**src/rtl/axi_dma_pkg.sv**
```systemverilog
// axi_dma_pkg: state encodings and constants shared by the DMA copy controller.
package axi_dma_pkg;
  typedef enum logic [1:0] {R_IDLE, R_ISSUE, R_WAIT} rd_state_t;
  typedef enum logic [1:0] {W_IDLE, W_ISSUE, W_WAIT} wr_state_t;
  localparam int BUS_WIDTH = 32;
  localparam int PAGE_BYTES = 4096;
  localparam int BYTES_PER_BEAT = BUS_WIDTH / 8;
endpackage

```
**src/rtl/axi_dma_burst_calc.sv**
```systemverilog
// axi_dma_burst_calc: beats of the next burst, capped by remaining words, MAX_BEATS and the 4 KB page end.
module axi_dma_burst_calc
  import axi_dma_pkg::*;
#(
  parameter int LEN_WIDTH = 16,
  parameter int MAX_BEATS = 16,
  parameter int PO_WIDTH  = $clog2(PAGE_BYTES)
) (
  input  logic [PO_WIDTH-1:0]  addr,
  input  logic [LEN_WIDTH-1:0] rem,
  output logic [LEN_WIDTH-1:0] beats
);
  logic [31:0] page_beats, cap;
  always_comb begin
    page_beats = (32'(PAGE_BYTES) - 32'(addr)) >> $clog2(BYTES_PER_BEAT);
    cap = page_beats < 32'(MAX_BEATS) ? page_beats : 32'(MAX_BEATS);
    beats = 32'(rem) < cap ? rem : LEN_WIDTH'(cap);
  end
endmodule

```
**src/rtl/axi_dma_copy_ctrl.sv**
```systemverilog
// axi_dma_copy_ctrl: memory-to-memory copy engine driving axi_master; independent read and
// write burst FSMs coupled by a credit of words already pushed into the sink FIFO.
module axi_dma_copy_ctrl
  import axi_dma_pkg::*;
#(
  parameter int ADDR_WIDTH      = 32,
  parameter int DATA_WIDTH      = 32,
  parameter int BURST_LEN_WIDTH = 8,
  parameter int MAX_BEATS       = 16,
  parameter int LEN_WIDTH       = 16
) (
  input  logic                       clk,
  input  logic                       rst_n,
  input  logic                       copy_start,
  input  logic [ADDR_WIDTH-1:0]      copy_src_addr,
  input  logic [ADDR_WIDTH-1:0]      copy_dst_addr,
  input  logic [LEN_WIDTH-1:0]       copy_words,
  output logic                       copy_busy,
  output logic                       copy_done,
  output logic                       start_read,
  output logic [ADDR_WIDTH-1:0]      target_read_addr,
  output logic [BURST_LEN_WIDTH-1:0] target_read_burst_len,
  input  logic                       done_read,
  output logic                       start_write,
  output logic [ADDR_WIDTH-1:0]      target_write_addr,
  output logic [BURST_LEN_WIDTH-1:0] target_write_burst_len,
  input  logic                       done_write,
  input  logic [DATA_WIDTH-1:0]      m2d_rdata,
  input  logic                       m2d_rempty,
  output logic                       m2d_rpull,
  output logic [DATA_WIDTH-1:0]      d2m_wdata,
  output logic                       d2m_wpush,
  input  logic                       d2m_wfull
);
  localparam int PO = $clog2(PAGE_BYTES);
  rd_state_t rd_state, rd_next;
  wr_state_t wr_state, wr_next;
  logic [ADDR_WIDTH-1:0] rd_addr, wr_addr;
  logic [LEN_WIDTH-1:0] rd_rem, wr_rem, cp_rem, rd_beats, wr_beats;
  logic [LEN_WIDTH:0] credit;
  logic xfer, finish;

  axi_dma_burst_calc #(.LEN_WIDTH(LEN_WIDTH), .MAX_BEATS(MAX_BEATS)) rd_calc (
    .addr(rd_addr[PO-1:0]), .rem(rd_rem), .beats(rd_beats));
  axi_dma_burst_calc #(.LEN_WIDTH(LEN_WIDTH), .MAX_BEATS(MAX_BEATS)) wr_calc (
    .addr(wr_addr[PO-1:0]), .rem(wr_rem), .beats(wr_beats));

  assign xfer = copy_busy && !m2d_rempty && !d2m_wfull && cp_rem != '0;
  assign m2d_rpull = xfer;
  assign d2m_wpush = xfer;
  assign d2m_wdata = m2d_rdata;
  // Idle with nothing left to write only happens for a zero-word job
  assign finish = copy_busy && wr_rem == '0 &&
                  (wr_state == W_IDLE || (wr_state == W_WAIT && done_write));

  always_comb begin
    rd_next = rd_state;
    wr_next = wr_state;
    case (rd_state)
      R_IDLE:  rd_next = copy_busy && rd_rem != '0 ? R_ISSUE : R_IDLE;
      R_ISSUE: rd_next = R_WAIT;
      R_WAIT:  rd_next = !done_read ? R_WAIT : rd_rem != '0 ? R_ISSUE : R_IDLE;
      default: rd_next = R_IDLE;
    endcase
    case (wr_state)
      W_IDLE:  wr_next = copy_busy && wr_rem != '0 && credit >= {1'b0, wr_beats} ? W_ISSUE : W_IDLE;
      W_ISSUE: wr_next = W_WAIT;
      W_WAIT:  wr_next = done_write ? W_IDLE : W_WAIT;
      default: wr_next = W_IDLE;
    endcase
  end

  always_ff @(posedge clk or negedge rst_n) begin
    if (!rst_n) begin
      rd_state <= R_IDLE;
      wr_state <= W_IDLE;
    end else begin
      rd_state <= rd_next;
      wr_state <= wr_next;
    end
  end

  always_ff @(posedge clk or negedge rst_n) begin
    if (!rst_n) begin
      copy_busy <= 1'b0;
      copy_done <= 1'b0;
      start_read <= 1'b0;
      start_write <= 1'b0;
      target_read_addr <= '0;
      target_read_burst_len <= '0;
      target_write_addr <= '0;
      target_write_burst_len <= '0;
      rd_addr <= '0;
      wr_addr <= '0;
      rd_rem <= '0;
      wr_rem <= '0;
      cp_rem <= '0;
      credit <= '0;
    end else begin
      start_read <= rd_state == R_ISSUE;
      start_write <= wr_state == W_ISSUE;
      copy_done <= finish;
      credit <= credit + {{LEN_WIDTH{1'b0}}, xfer} - (wr_state == W_ISSUE ? {1'b0, wr_beats} : '0);
      if (xfer) cp_rem <= cp_rem - LEN_WIDTH'(1);
      if (finish) copy_busy <= 1'b0;
      else if (copy_start && !copy_busy) begin
        copy_busy <= 1'b1;
        rd_addr <= copy_src_addr;
        wr_addr <= copy_dst_addr;
        rd_rem <= copy_words;
        wr_rem <= copy_words;
        cp_rem <= copy_words;
      end
      if (rd_state == R_ISSUE) begin
        target_read_addr <= rd_addr;
        target_read_burst_len <= BURST_LEN_WIDTH'(rd_beats - LEN_WIDTH'(1));
        rd_addr <= rd_addr + (ADDR_WIDTH'(rd_beats) << $clog2(BYTES_PER_BEAT));
        rd_rem <= rd_rem - rd_beats;
      end
      if (wr_state == W_ISSUE) begin
        target_write_addr <= wr_addr;
        target_write_burst_len <= BURST_LEN_WIDTH'(wr_beats - LEN_WIDTH'(1));
        wr_addr <= wr_addr + (ADDR_WIDTH'(wr_beats) << $clog2(BYTES_PER_BEAT));
        wr_rem <= wr_rem - wr_beats;
      end
    end
  end
endmodule

```
**config.mk**
```make
export PLATFORM = sky130hd
export DESIGN_NAME = axi_dma_copy_ctrl
export DESIGN_NICKNAME = d
export VERILOG_FILES = /design/src/rtl/axi_dma_pkg.sv /design/src/rtl/axi_dma_burst_calc.sv /design/src/rtl/axi_dma_copy_ctrl.sv
export SDC_FILE = /design/constraint.sdc
export NUM_CORES = 1
export LEC_CHECK = 0
export ABC_AREA = 1
export BUFFER_PORTS_ARGS = -buffer_cell sky130_fd_sc_hd__buf_2
export CELL_PAD_IN_SITES_DETAIL_PLACEMENT = 0
export CELL_PAD_IN_SITES_GLOBAL_PLACEMENT = 1
export CORE_MARGIN = 4
export CORE_UTILIZATION = 42
export CTS_BUF_LIST = sky130_fd_sc_hd__clkbuf_4 sky130_fd_sc_hd__clkbuf_8 sky130_fd_sc_hd__clkbuf_16
export DETAILED_ROUTE_END_ITERATION = 8
export HOLD_SLACK_MARGIN = 0.12
export PLACE_DENSITY_LB_ADDON = 0.1
export SYNTH_ARGS = -nofsm -noshare
export SYNTH_HDL_FRONTEND = slang
export SYNTH_SLANG_ARGS = --single-unit
```
**constraint.sdc**
```tcl
create_clock -name clk -period 5.4 [get_ports clk]
set_input_delay 1.08 -clock clk [delete_from_list [all_inputs] [get_ports clk]]
set_output_delay 1.08 -clock clk [all_outputs]
set_load 0.02 [all_outputs]
```
==> out/metrics.csv <==
stage;metric;value;unit
detailed_routing;vias;12831;
logic_synthesis;netlist_instances;1872;
placed_design;hpwl;29950;um
grt;grt_max_degree;133;
worst_hold_path;hold_class;reg2reg;
cts;htreeDepth;1;
power;p_leak;8.310;nW
die;start_util;42.82;%
critical_path;r2r_start;rd_addr[0]$_DFFE_PN0P_;
layout;finish.utilization;49.60;%
timing;setup_viol;0;
critical_path;slowest_delay;380;ps
job;drv_cap;0;
logic_synthesis;synth_commonest_cells;nand2_1 (448), dfrtp_1 (217), inv_1 (207);
critical_path;critPathBufInv;7;
timing;period_share;89.76;%
logic_synthesis;yosys.area_share.simple;24.35;%
cts;cts_sinks;217;
power;ir_drop;0.0002892;V
logic_synthesis;yosysSeqAreaShare;37.54;%
logic_synthesis;synth-xor-area-share;2.058;%
logic_synthesis;synth_top_area_share;37.54;%
cts;cts_hold_buf;0;
placed_design;numPortBuffers;172;
timing;drv_slew;0;
die;fp.coreArea;33780;um2
layout;nets;2288;
grt;grt_overflow_total;0;
cts;clockRootBuffer;clkbuf_16;
detailed_routing;viasPerCell;5.114;
status;outcome;completed;
cts;clk_latency;550;ps
logic_synthesis;synthTopCellsByArea;dfrtp_1 (38%), nand2_1 (12%), ha_1 (11%), inv_1 (5.4%), o21ai_0 (4.6%);
critical_path;start_kind;flop;
logic_synthesis;synth_edf_count;0;
logic_synthesis;synth_area_per_cell;7.728;um2
cts;cts_tree;built;
logic_synthesis;ys_ff_latch;217;
logic_synthesis;synthAdderAreaFrac;11.33;%
logic_synthesis;ys_types;57;
die;row_count;67;
timing;slew_headroom;37.78;%
detailed_routing;drc_errors;0;
layout;syn_to_final_growth;15.83;%
logic_synthesis;synth-main-ff-cell;dfrtp_1;
placed_design;placed_area;15670;um2
critical_path;cp.arrival;5280;ps
detailed_routing;wirelength;40490;um
detailed_routing;ant_nets;0;
critical_path;end_kind;flop;
grt;grt_pass1_wl;66570;um
die;io_pins;237;
critical_path;crit_family;simple AND/OR/NAND/NOR gates;
detailed_routing;firstDrtPassIters;5;
timing;hold_violations;0;
power;power;0.01035;W
timing;holdWs;474.1;ps
grt;antenna_found_initial;1;
logic_synthesis;synth_compound_area_share;15.68;%
critical_path;slowest_stage;dfrtp_1;
placed_design;gp_congestion;0.8355;
die;die-area;37480;um2
layout;post_route_cells_drive_above_1_share;15.48;%
cts;cts.clk_slew.worst_paths;60;ps
logic_synthesis;synth_mux_area_share;0;%
timing;tightest_slew;931.0;ps
power;powerDensity;617.4;nW/um2
timing;fmax;206.3;MHz
layout;antenna_cells;0;
logic_synthesis;synth_top_family_by_area;simple AND/OR/NAND/NOR gates;
critical_path;crit_type;reg2reg;
logic_synthesis;yosysMostFrequentCell;nand2_1;
cts;cts_max_path_buffers;3;
die;die_h;193.6;um
critical_path;crit_top_cell;nand2_1;
critical_path;crit_fanout;24;
detailed_routing;drtIter0Drc;536;
timing;finClkSkew;16.12;ps
critical_path;cp_data_required_time;5830;ps
cts;numCtsBuffers;27;
die;die_x;193.6;um
logic_synthesis;ys_async_sr_fraction;100.0;%
grt;grt_pass1_vias;12895;
critical_path;cp-startpoint;rd_addr[0]$_DFFE_PN0P_;
logic_synthesis;synth.largest_area_cell;dfrtp_1;
logic_synthesis;yosysWarningCount;0;
detailed_routing;wire_per_inst;16.14;um
timing;period_minus_slack;4847;ps
layout;stdcell_area;16760;um2
worst_hold_path;hold_start;target_write_addr[21]$_DFFE_PN0P_;
grt;track_usage;21.11;%
logic_synthesis;syn_area;14470;um2
[per-stage QoR]
stage / worst slack (ps) / instances / TNS (ps)
after floorplan: 982.6 / 1906 / 0
after global placement: 453.0 / 2454 / 0
after detailed placement: 241.3 / 2454 / 0
after CTS: 240.9 / 2503 / 0
after global routing: -14.68 / 2509 / -20.17
final: 553.1 / 2509 / 0
[cells in the final DEF, fill, tap and decap left out, types with 5 or more instances in the layout]
cell type and instances:
a21oi_1 102, a31oi_1 15, buf_2 171, buf_4 18, bufinv_16 5, clkbuf_16 27, clkbuf_8 7, clkinv_2 7
conb_1 36, dfrtp_1 217, fa_1 5, ha_1 123, inv_1 206, inv_2 9, nand2_1 447, nand2_2 13
nand3_1 96, nand3b_1 9, nand4_1 29, nor2_1 148, nor2_2 9, nor2_4 6, nor3_1 23, nor4_1 7
o2111ai_1 5, o211ai_1 32, o21ai_0 129, o21ai_1 10, o21ai_2 13, o21bai_1 5, o221ai_1 35, or2_2 13
xnor2_1 12, xor2_1 22
[power by group]
group	total, W	switching [W]	leakage, nW	internal, W
sequential	0.00289	0.000533	2.72	0.00236
clock	0.00200	0.000742	0.495	0.00126
combinational	0.00546	0.00348	5.09	0.00198
total	0.0103	0.00475	8.31	0.00560
[timing repair]
item,4_1_cts,5_1_grt
buffers inserted,0,6
gates resized for setup,0,16
setup endpoints to repair,0,24
[layout make-up]
| cell class | instances | area (um2) |
|---|---|---|
| clock buffers | 36 | 787.0 |
| clock inverters | 13 | 197.7 |
| fillers | 3357 | 17030 |
| inverters | 217 | 815.8 |
| multi-input cells | 1387 | 7939 |
| flip-flops and latches | 217 | 5430 |
| well taps | 448 | 560.5 |
| repair buffers | 191 | 1026 |
[flip-flops by register name, indices dropped and copies added (netlist names)]
signal and cells:
wr_rem 16, cp_rem 16, target_read_burst_len 8, credit 17, copy_done 1, target_read_addr 32
copy_busy 1, start_read 1, rd_state 2, start_write 1, rd_addr 32, target_write_addr 32
wr_state 2, target_write_burst_len 8, wr_addr 32, rd_rem 16
[per-layer routing]
layer  wire, um  vias to the layer above  track usage (%)
met3       1660                       53            3.096
li1           -                     6563                -
met5         13                        -                0
met4        977                        2            5.009
met1      19400                     5976            29.02
met2      18440                      237            35.39
[worst paths after layout]
kind                                                endpoint  slack, ps  depth (start not counted)
max                                  rd_addr[30]$_DFFE_PN0P_        550                         40
min                        target_write_addr[21]$_DFFE_PN0P_        470                          2
max in group asynchronous             wr_addr[9]$_DFFE_PN0P_       3670                          2
min reg2reg                target_write_addr[21]$_DFFE_PN0P_        470                          2
min in group asynchronous                cp_rem[1]$_DFF_PN0_        530                          1
max reg2reg                          rd_addr[30]$_DFFE_PN0P_        550                         40
[worst min-delay path, cell delays in order (launching register included)]
cell     delay [ps]
dfrtp_1         340
nand2_1          50
nand2_1          50
[cells by family after synthesis]
family	after synthesis
AOI/OAI and AO/OA	373
xor gates and xnor gates	34
other	2
DFF	217
adders and majority gates	128
and+or+nand+nor	816
buffers and inverters	302
Note: power is estimated with default switching activity, not from simulation.
